[src/rtl/ps2_pkg.sv]
// ---------------------------------------------------------------------------
// ps2_pkg
// Shared definitions for the PS/2 keyboard receive path.
//   - ps2_state_e : frame sequencer states (IDLE, DATA, PARITY, STOP)
//   - PFX_* : prefix bytes that qualify the following scan code
//   - KEY_* : extended scan codes of the four arrow keys
//   - oddParityOk : true when data bits plus parity bit hold an odd
//                   number of ones
// ---------------------------------------------------------------------------
package ps2_pkg;

    typedef enum logic [1:0] {
        IDLE   = 2'd0,
        DATA   = 2'd1,
        PARITY = 2'd2,
        STOP   = 2'd3
    } ps2_state_e;

    localparam logic [7:0] PFX_EXT   = 8'hE0;
    localparam logic [7:0] PFX_BRK   = 8'hF0;
    localparam logic [7:0] KEY_LEFT  = 8'h6B;
    localparam logic [7:0] KEY_RIGHT = 8'h74;
    localparam logic [7:0] KEY_UP    = 8'h75;
    localparam logic [7:0] KEY_DOWN  = 8'h72;

    function automatic logic oddParityOk(input logic [7:0] data, input logic par);
        return ^{data, par};
    endfunction

endpackage

[src/rtl/ps2_sync_edge.sv]
// ---------------------------------------------------------------------------
// ps2_sync_edge
// Brings the asynchronous PS/2 clock and data lines into the system clock
// domain and flags falling edges of the synchronized PS/2 clock.
//
// Ports:
//   clk_i     system clock
//   rst_ni    asynchronous active-low reset (flops go to the idle bus level 1)
//   ps2Clk_i  raw PS/2 clock
//   ps2Dat_i  raw PS/2 data
//   datS_o    synchronized PS/2 data
//   fall_o    one-cycle pulse: synchronized PS/2 clock went 1 -> 0
//
// SYNC_STAGES must be at least 2.
// ---------------------------------------------------------------------------
module ps2_sync_edge #(
    parameter int SYNC_STAGES = 2
) (
    input  logic clk_i,
    input  logic rst_ni,
    input  logic ps2Clk_i,
    input  logic ps2Dat_i,
    output logic datS_o,
    output logic fall_o
);

    logic [SYNC_STAGES-1:0] clkSync_q;
    logic [SYNC_STAGES-1:0] datSync_q;
    logic                   clkPrev_q;

    // Both lines travel through identical chains so data stays aligned with
    // the clock edge it belongs to. The extra clkPrev flop remembers the last
    // synchronized clock level for edge detection. Reset loads 1 everywhere
    // so that releasing reset on an idle bus never looks like an edge.
    always_ff @(posedge clk_i or negedge rst_ni) begin
        if (!rst_ni) begin
            clkSync_q <= '1;
            datSync_q <= '1;
            clkPrev_q <= 1'b1;
        end else begin
            clkSync_q <= {clkSync_q[SYNC_STAGES-2:0], ps2Clk_i};
            datSync_q <= {datSync_q[SYNC_STAGES-2:0], ps2Dat_i};
            clkPrev_q <= clkSync_q[SYNC_STAGES-1];
        end
    end

    assign datS_o = datSync_q[SYNC_STAGES-1];
    assign fall_o = clkPrev_q & ~clkSync_q[SYNC_STAGES-1];

endmodule

[src/rtl/ps2_key_ctrl.sv]
// ---------------------------------------------------------------------------
// ps2_key_ctrl
// PS/2 keyboard receive sequencer. Frames 11-bit packets (start, 8 data bits
// LSB first, parity, stop) sampled on falling edges of the synchronized PS/2
// clock, tracks E0/F0 prefixes and reports decoded scan-code events plus
// held arrow-key direction levels.
//
// Parameters:
//   TIMEOUT_CYC  system-clock cycles without a PS/2 falling edge before an
//                in-progress frame is aborted
//   SYNC_STAGES  synchronizer depth on both PS/2 lines (min 2)
//
// Ports:
//   clk         system clock
//   rst_n       asynchronous active-low reset
//   ps2_clk     raw PS/2 clock
//   ps2_dat     raw PS/2 data
//   scan_code   last non-prefix byte received
//   scan_valid  one-cycle pulse, scan_code/ext/brk updated
//   ext         E0 prefix preceded scan_code
//   brk         F0 prefix preceded scan_code (key release)
//   dir_left    held level, extended 6B pressed
//   dir_right   held level, extended 74 pressed
//   dir_up      held level, extended 75 pressed
//   dir_down    held level, extended 72 pressed
//   frame_err   one-cycle pulse on an aborted or malformed frame
//
// Build option:
//   PS2_PARITY_CHK_EN  when defined, frames with even parity are discarded
//                      and flagged on frame_err; otherwise the parity bit
//                      is sampled and ignored.
// ---------------------------------------------------------------------------
module ps2_key_ctrl
    import ps2_pkg::*;
#(
    parameter int TIMEOUT_CYC = 50000,
    parameter int SYNC_STAGES = 2
) (
    input  logic       clk,
    input  logic       rst_n,
    input  logic       ps2_clk,
    input  logic       ps2_dat,
    output logic [7:0] scan_code,
    output logic       scan_valid,
    output logic       ext,
    output logic       brk,
    output logic       dir_left,
    output logic       dir_right,
    output logic       dir_up,
    output logic       dir_down,
    output logic       frame_err
);

    localparam int               CNT_W    = $clog2(TIMEOUT_CYC + 1);
    localparam logic [CNT_W-1:0] CNT_LAST = CNT_W'(TIMEOUT_CYC - 1);

    logic datS;
    logic fall;

    ps2_sync_edge #(
        .SYNC_STAGES(SYNC_STAGES)
    ) u_sync (
        .clk_i   (clk),
        .rst_ni  (rst_n),
        .ps2Clk_i(ps2_clk),
        .ps2Dat_i(ps2_dat),
        .datS_o  (datS),
        .fall_o  (fall)
    );

    ps2_state_e       state_q;
    logic [2:0]       bitCnt_q;
    logic [7:0]       shift_q;
    logic [CNT_W-1:0] toCnt_q;
    logic             extPend_q;
    logic             brkPend_q;
    logic [7:0]       scanCode_q;
    logic             scanValid_q;
    logic             ext_q;
    logic             brk_q;
    logic             dirLeft_q;
    logic             dirRight_q;
    logic             dirUp_q;
    logic             dirDown_q;
    logic             frameErr_q;
`ifdef PS2_PARITY_CHK_EN
    logic             parity_q;
`endif

    logic [7:0] shift_d;
    logic       timeout_d;
    logic       frameBad_d;

    // Helper values for the sequencer: the byte after shifting in the current
    // data sample (LSB arrives first, so new bits enter at bit 7), the
    // inter-edge timeout condition, and whether the frame ending at this
    // stop-bit sample must be rejected.
    always_comb begin
        shift_d   = {datS, shift_q[7:1]};
        timeout_d = (toCnt_q == CNT_LAST);
`ifdef PS2_PARITY_CHK_EN
        frameBad_d = !datS || !oddParityOk(shift_q, parity_q);
`else
        frameBad_d = !datS;
`endif
    end

    // Frame sequencer with all decoded outputs registered in the same block.
    // Pulses default low each cycle. Inside a frame every falling edge
    // restarts the timeout counter; if the counter reaches its last value
    // before the next edge arrives, the frame is dropped as an error.
    // A bad frame (stop bit low, timeout, parity when enabled) discards any
    // pending E0/F0 so a later key is not misreported as extended/released;
    // direction levels are deliberately left alone.
    always_ff @(posedge clk or negedge rst_n) begin
        if (!rst_n) begin
            state_q     <= IDLE;
            bitCnt_q    <= '0;
            shift_q     <= '0;
            toCnt_q     <= '0;
            extPend_q   <= 1'b0;
            brkPend_q   <= 1'b0;
            scanCode_q  <= '0;
            scanValid_q <= 1'b0;
            ext_q       <= 1'b0;
            brk_q       <= 1'b0;
            dirLeft_q   <= 1'b0;
            dirRight_q  <= 1'b0;
            dirUp_q     <= 1'b0;
            dirDown_q   <= 1'b0;
            frameErr_q  <= 1'b0;
`ifdef PS2_PARITY_CHK_EN
            parity_q    <= 1'b0;
`endif
        end else begin
            scanValid_q <= 1'b0;
            frameErr_q  <= 1'b0;

            case (state_q)
                IDLE: begin
                    toCnt_q <= '0;
                    // A falling edge with data high is bus noise, not a start bit.
                    if (fall && !datS) begin
                        state_q  <= DATA;
                        bitCnt_q <= '0;
                    end
                end

                default: begin
                    if (fall) begin
                        toCnt_q <= '0;
                        case (state_q)
                            DATA: begin
                                shift_q  <= shift_d;
                                bitCnt_q <= bitCnt_q + 3'd1;
                                if (bitCnt_q == 3'd7) begin
                                    state_q <= PARITY;
                                end
                            end

                            PARITY: begin
`ifdef PS2_PARITY_CHK_EN
                                parity_q <= datS;
`endif
                                state_q  <= STOP;
                            end

                            STOP: begin
                                state_q <= IDLE;
                                if (frameBad_d) begin
                                    frameErr_q <= 1'b1;
                                    extPend_q  <= 1'b0;
                                    brkPend_q  <= 1'b0;
                                end else if (shift_q == PFX_EXT) begin
                                    extPend_q <= 1'b1;
                                end else if (shift_q == PFX_BRK) begin
                                    brkPend_q <= 1'b1;
                                end else begin
                                    scanCode_q  <= shift_q;
                                    ext_q       <= extPend_q;
                                    brk_q       <= brkPend_q;
                                    scanValid_q <= 1'b1;
                                    extPend_q   <= 1'b0;
                                    brkPend_q   <= 1'b0;
                                    // Only extended arrow codes steer; a
                                    // release (F0) drops the level again.
                                    if (extPend_q) begin
                                        case (shift_q)
                                            KEY_LEFT:  dirLeft_q  <= ~brkPend_q;
                                            KEY_RIGHT: dirRight_q <= ~brkPend_q;
                                            KEY_UP:    dirUp_q    <= ~brkPend_q;
                                            KEY_DOWN:  dirDown_q  <= ~brkPend_q;
                                            default:   ;
                                        endcase
                                    end
                                end
                            end

                            default: state_q <= IDLE;
                        endcase
                    end else if (timeout_d) begin
                        state_q    <= IDLE;
                        toCnt_q    <= '0;
                        frameErr_q <= 1'b1;
                        extPend_q  <= 1'b0;
                        brkPend_q  <= 1'b0;
                    end else begin
                        toCnt_q <= toCnt_q + 1'b1;
                    end
                end
            endcase
        end
    end

    assign scan_code  = scanCode_q;
    assign scan_valid = scanValid_q;
    assign ext        = ext_q;
    assign brk        = brk_q;
    assign dir_left   = dirLeft_q;
    assign dir_right  = dirRight_q;
    assign dir_up     = dirUp_q;
    assign dir_down   = dirDown_q;
    assign frame_err  = frameErr_q;

endmodule

[config.mk]
export PLATFORM = sky130hd
export DESIGN_NAME = ps2_key_ctrl
export DESIGN_NICKNAME = d
export VERILOG_FILES = /design/src/rtl/ps2_pkg.sv /design/src/rtl/ps2_sync_edge.sv /design/src/rtl/ps2_key_ctrl.sv
export SDC_FILE = /design/constraint.sdc
export NUM_CORES = 1
export LEC_CHECK = 0
export ABC_AREA = 1
export CAP_MARGIN = 10
export CORE_MARGIN = 2
export CORE_UTILIZATION = 38
export CTS_CLUSTER_DIAMETER = 150
export DETAILED_ROUTE_END_ITERATION = 8
export DONT_BUFFER_PORTS = 1
export PLACE_DENSITY = 0.51
export SLEW_MARGIN = 20
export SYNTH_ARGS = -nofsm -noshare
export SYNTH_HDL_FRONTEND = slang
export SYNTH_HIERARCHICAL = 1
export SYNTH_SLANG_ARGS = --single-unit
export TNS_END_PERCENT = 5
[constraint.sdc]
create_clock -name clk -period 1.89 [get_ports clk]
set_clock_uncertainty 0.05 [all_clocks]
set_input_delay 0.378 -clock clk [delete_from_list [all_inputs] [get_ports clk]]
set_output_delay 0.378 -clock clk [all_outputs]
set_load 0.005 [all_outputs]
### Word level (Yosys, flattened, before mapping)

Index checks and enable logic that the tools add are counted.

| storage, ports and cells | value |
|---|---|
| register bits after elaboration | 52 |

| operators by class | value |
|---|---|
| reductions and logical operators | 17 |
| bitwise operators | 6 |
| multiplexer cells | 35 |
| equality and inequality tests | 16 |
| add/sub/neg operators | 2 |

Operator list:

| cell | count |
|---|---|
| 16-bit two-way mux | 3 |
| 8-bit by 7-bit equality test with 1-bit output, second input constant | 4 |
| 8-bit AND reduction | 4 |
| 1-bit two-way mux | 22 |
| 16-bit by 1-bit adder with 16-bit output, second input constant | 1 |
| 16-bit equality test, second input constant | 1 |
| 8-bit equality test, second input constant | 2 |
| 3-bit two-way mux | 4 |
| 2-bit two-way mux | 5 |
| 3-bit AND reduction | 3 |
| 4-bit inequality test, second input constant | 2 |
| 4-bit AND reduction | 2 |
| 6-bit AND reduction | 1 |
| 2-bit nonzero test | 3 |
| 1-bit NOT | 5 |
| 2-bit equality test, second input constant | 2 |
| 2-bit case mux with 2 select lines | 1 |
| 3-bit by 1-bit adder with 3-bit output, second input constant | 1 |
| 3-bit equality test, second input constant | 1 |
| 3-bit inequality test, second input constant | 1 |
| 3-bit nonzero test | 1 |
| 2-bit by 1-bit equality test with 1-bit output, second input constant | 1 |
| 2-bit zero test | 1 |
| 2-bit by 1-bit inequality test with 1-bit output, second input constant | 1 |
| other kinds (4) | 4 |

### Depth between registers and ports, before layout

| depth | value |
|---|---|
| depth after elaboration | 7 |
| mapped depth | 10 |

### Cells and area by module

The synthesis kept the hierarchy.

Modules (own cells, without submodules):

| module | sequential area each (um^2) | area each (um^2) | times used | cells an instance |
|---|---|---|---|---|
| ps2_key_ctrl | 1176.1 | 2487.4 | 1 | 327 |
| ps2_sync_edge | 131.4 | 141.4 | 1 | 7 |

### Least setup slack after synthesis

Ideal clock, no wire load.

| timing path | value |
|---|---|
| path type | register -> register |
| start | reg state_q[0] |
| end | reg brk_q (netlist: brk) |
| buffers on the path | 0 |
| library setup time | 0.116 ns |
| cell stages (with the launch flop) | 10 |
| arrival time | 1.436 ns |
| clock period less this slack | 1.603 ns |
| setup slack | 0.287 ns |
| cell sequence | dfrtp_1 inv_1 ha_1 inv_2 nand2_2 nand3b_2 inv_2 nand2_4 nand2_1 nand2_1 |

| between the ends | value |
|---|---|
| cells in the longest elaborated chain, start to end | 3 |

RTL lines:

| what | RTL line | RTL |
|---|---|---|
| start, declared | ps2_key_ctrl.sv:71 | `ps2_state_e state_q;` |
| start signal, assigned | ps2_key_ctrl.sv:117 | `state_q <= IDLE;` |
| start signal, assigned | ps2_key_ctrl.sv:144 | `state_q <= DATA;` |
| start signal, assigned | ps2_key_ctrl.sv:157 | `state_q <= PARITY;` |
| 2-bit zero test | ps2_key_ctrl.sv:139 | `case (state_q)` |
| 1-bit NOT (no source line) | n/a |  |
| 6-bit AND reduction (no source line) * | n/a |  |
| end signal, assigned | ps2_key_ctrl.sv:181 | `brk_q <= brkPend_q;` |
| end, declared | ps2_key_ctrl.sv:80 | `logic brk_q;` |

Every way passes the cells marked *; elsewhere a longest branch is shown, timed or not.
A chain may end at the register's enable or synchronous reset.

### Worst setup path in the final report

| timing path | value |
|---|---|
| start | reg state_q[0] |
| end | reg scanCode_q[6] (netlist: scan_code[6]) |

| between the ends | value |
|---|---|
| cells in the longest elaborated chain, start to end | 3 |

RTL lines:

| what | RTL line | RTL |
|---|---|---|
| 2-bit zero test | ps2_key_ctrl.sv:139 |  |
| 1-bit NOT (no source line) | n/a |  |
| 6-bit AND reduction (no source line) * | n/a |  |
| end signal, assigned | ps2_key_ctrl.sv:179 | `scanCode_q <= shift_q;` |
| end, declared | ps2_key_ctrl.sv:77 | `logic [7:0] scanCode_q;` |

Marked as above.

==> flow_summary.yaml <==
status:
  status: "complete, no violations"
power:
  leakage_nw: 1.44
  total_power_mw: 2.91
  powerDensity_nw_per_um2: 1000
  ir_drop_v: 0.000490
sta:
  post-route-period-util: 0.912
  setup_tns_ns: 0
  maxSlewHeadroom: 0.776
  setup_viol: 0
  hold_viol: 0
  slew_viol_final: 0
  worst_slew_pin_slew_ns: 0.334
  max_freq_mhz: 580
  fin_crit_ns: 1.72
  rsz0062_at_grt: "no"
logic_synthesis:
  synth_common_cells: "104 x nand2_1, 47 x dfrtp_1, 42 x nor2_1, 40 x inv_1, 25 x nand3_1"
  synth_edf_count: 0
  postSynthAreaPerCell_um2: 7.87
  synth_most_common_cell: "nand2_1"
  yosys.area.top_type: "dfrtp_1"
  yosys_warnings: 6
  syn_inst: 334
  syn_nets: 346
  synth-seq-cells: 52
  yosysSeqAreaShare: 0.497
  synth_cell_types: 27
  netlist_area_um2: 2630
  async_flop_share: 1.00
  synth_flop_cell: "dfrtp_1"
  synthTopCellsByArea: "dfrtp_1 45%, nand2_1 15%, nor2_1 6.0%, inv_1 5.7%, dfstp_2 5.0%"
  synth.top_cell.area_share: 0.447
place:
  port_buffers: 0
  hpwl_um: 3530
  routabilityCongestion: 0.771
global_route:
  grt_use_total: 0.143
  grt_use_met2: 0.239
  grt_pass1_vias: 1938
  use_met1: 0.188
  globalRoute.busiestLayer: "met2"
  grt_pass1_wl_um: 8650
  grt_overflow: 0
  grt_antenna_before_repair: 0
  grtUsageMet3: 0.0303
  grt_max_degree: 53
routing:
  vias_per_cell: 4.72
  first_pass_iters: 4
  ant_nets: 0
  drt_iter0_drc: 103
  drcViolationCount: 0
  wl_um: 4890
  vias: 2009
  drt-wirelength-per-cell_um: 11.5
die:
  die_w_um: 87.2
  rows: 30
  num_io_pins: 20
  die_h_um: 87.2
  die-area_um2: 7600
  initial_utilization: 0.389
  core_region_area_um2: 6760
critical_path:
  crit_type: "reg2reg"
  reg2reg_to: "scan_code[6]$_DFFE_PN0P_"
  startpoint: "state_q[0]$_DFFE_PN0P_"
  worstSetupEndpoint: "scan_code[6]$_DFFE_PN0P_"
  arrival_ns: 1.92
  cp_max_fo: 11
  cp-start-kind: "flop"
  r2r_start: "state_q[0]$_DFFE_PN0P_"
  r2r_slack_ns: 0.17
  worstPathRequired_ns: 2.08
  rr_worst_depth: 9
  end_kind: "flop"
finish:
  nets: 357
  area_growth_pct: 10.3
  drive_gt1_frac: 0.104
  diodes: 0
hold_path:
  min_path_type: "reg2reg"
  min_from: "u_sync/clkSync_q[0]$_DFF_PN1_"
run:
  cap_violations: 0
clocking:
  cts-root-buf: "clkbuf_8"
  cts_max_level: 2
  tritoncts: "built"
  clk_latency_ns: 0.30
  cts_max_path_buffers: 2
  path_clk_slew_ns: 0.09
  numCtsBuffers: 5
  clock_sinks: 52
## placed cells by master, fill, tap and decap left out, drive strengths merged, types with 2 or more instances in the layout
cell type	count
ha	8
nor3	11
dlygate4sd3	3
inv	42
xnor2	2
buf	7
a21oi	6
nand4	4
o21ai	14
nor2	47
nand3	27
nand2	108
clkbuf	5
dfstp	5
dfrtp	47
a31oi	2
nor3b	2
## cell families after synthesis
kind of cell | share of synthesized area
buf+inv | 0.0790
simple gates | 0.329
xor+xnor | 0.0100
flops | 0.497
compound gates | 0.0462
fa+ha+maj | 0.0381
## sequential cells by signal, indices dropped and copies added (netlist names), 2 cells and up
| register | count |
|---|---|
| bitCnt_q | 3 |
| scan_code | 8 |
| shift_q | 8 |
| state_q | 2 |
| toCnt_q | 16 |
| u_sync/clkSync_q | 2 |
| u_sync/datSync_q | 2 |
## through the flow
step                 util  std cells  hold slack (ns)  setup slack, ns  area (µm²)
floorplan               -        334           0.0324            0.287        2630
global placement    0.403        414           0.0342            0.208        2720
detailed placement  0.403        414           0.0340            0.162        2720
CTS                 0.425        424          0.00390            0.149        2870
global route        0.429        426            0.314          0.00701        2900
finish              0.429        426            0.311            0.165        2900
## layer usage
layer / part of all wire / vias to the layer above / wire length [µm]
met2: 0.47 / 37 / 2290
met3: 0.032 / 2 / 155
li1: - / 1062 / -
met1: 0.49 / 908 / 2410
met5: 0 / - / 0
met4: 0.0063 / 0 / 31
## worst max-delay path, cell delays in order (launching register included)
cell and delay, ns:
dfrtp_1 0.43, inv_1 0.08, ha_1 0.28, inv_2 0.15, nand2_2 0.05, nand3b_2 0.24, nor2_2 0.09, buf_4 0.17
nand2_1 0.07, nand2_1 0.06
## repair_timing
action / in CTS / in global routing
endpoints found under the setup margin: 0 / 3
setup buffers: 0 / 0
hold buffers: 2 / 2
gates resized for setup: 0 / 2
hold endpoints to repair: 52 / 2
## power breakdown
part | switching [mW] | leakage (nW) | internal [mW] | total, mW
Clock | 0.362 | 0.0541 | 0.392 | 0.754
Combinational | 0.500 | 0.685 | 0.278 | 0.778
Sequential | 0.125 | 0.697 | 1.25 | 1.38
Total | 0.987 | 1.44 | 1.93 | 2.91
## worst min-delay path by stage
stage / end / slack, ns / depth (start not counted)
final: u_sync/clkSync_q[1]$_DFF_PN1_ / 0.31 / 0
after global routing: u_sync/clkSync_q[1]$_DFF_PN1_ / 0.31 / 0
after CTS: u_sync/clkSync_q[0]$_DFF_PN1_ / 0.004 / 0
after detailed placement: scan_code[4]$_DFFE_PN0P_ / 0.03 / 0
after global placement: scan_code[4]$_DFFE_PN0P_ / 0.03 / 0
after floorplan: bitCnt_q[0]$_DFFE_PN0P_ / 0.03 / 0
## area by class of cell
cell class | instances | area (µm²)
fill | 689 | 3860
timing repair buffer | 10 | 103
tap | 80 | 100
inverter | 42 | 160
multi-input combinational | 234 | 1120
clock buffer | 5 | 68.8
clock inverter | 3 | 42.5
sequential | 52 | 1310
Note: power is estimated with default switching activity, not from simulation.
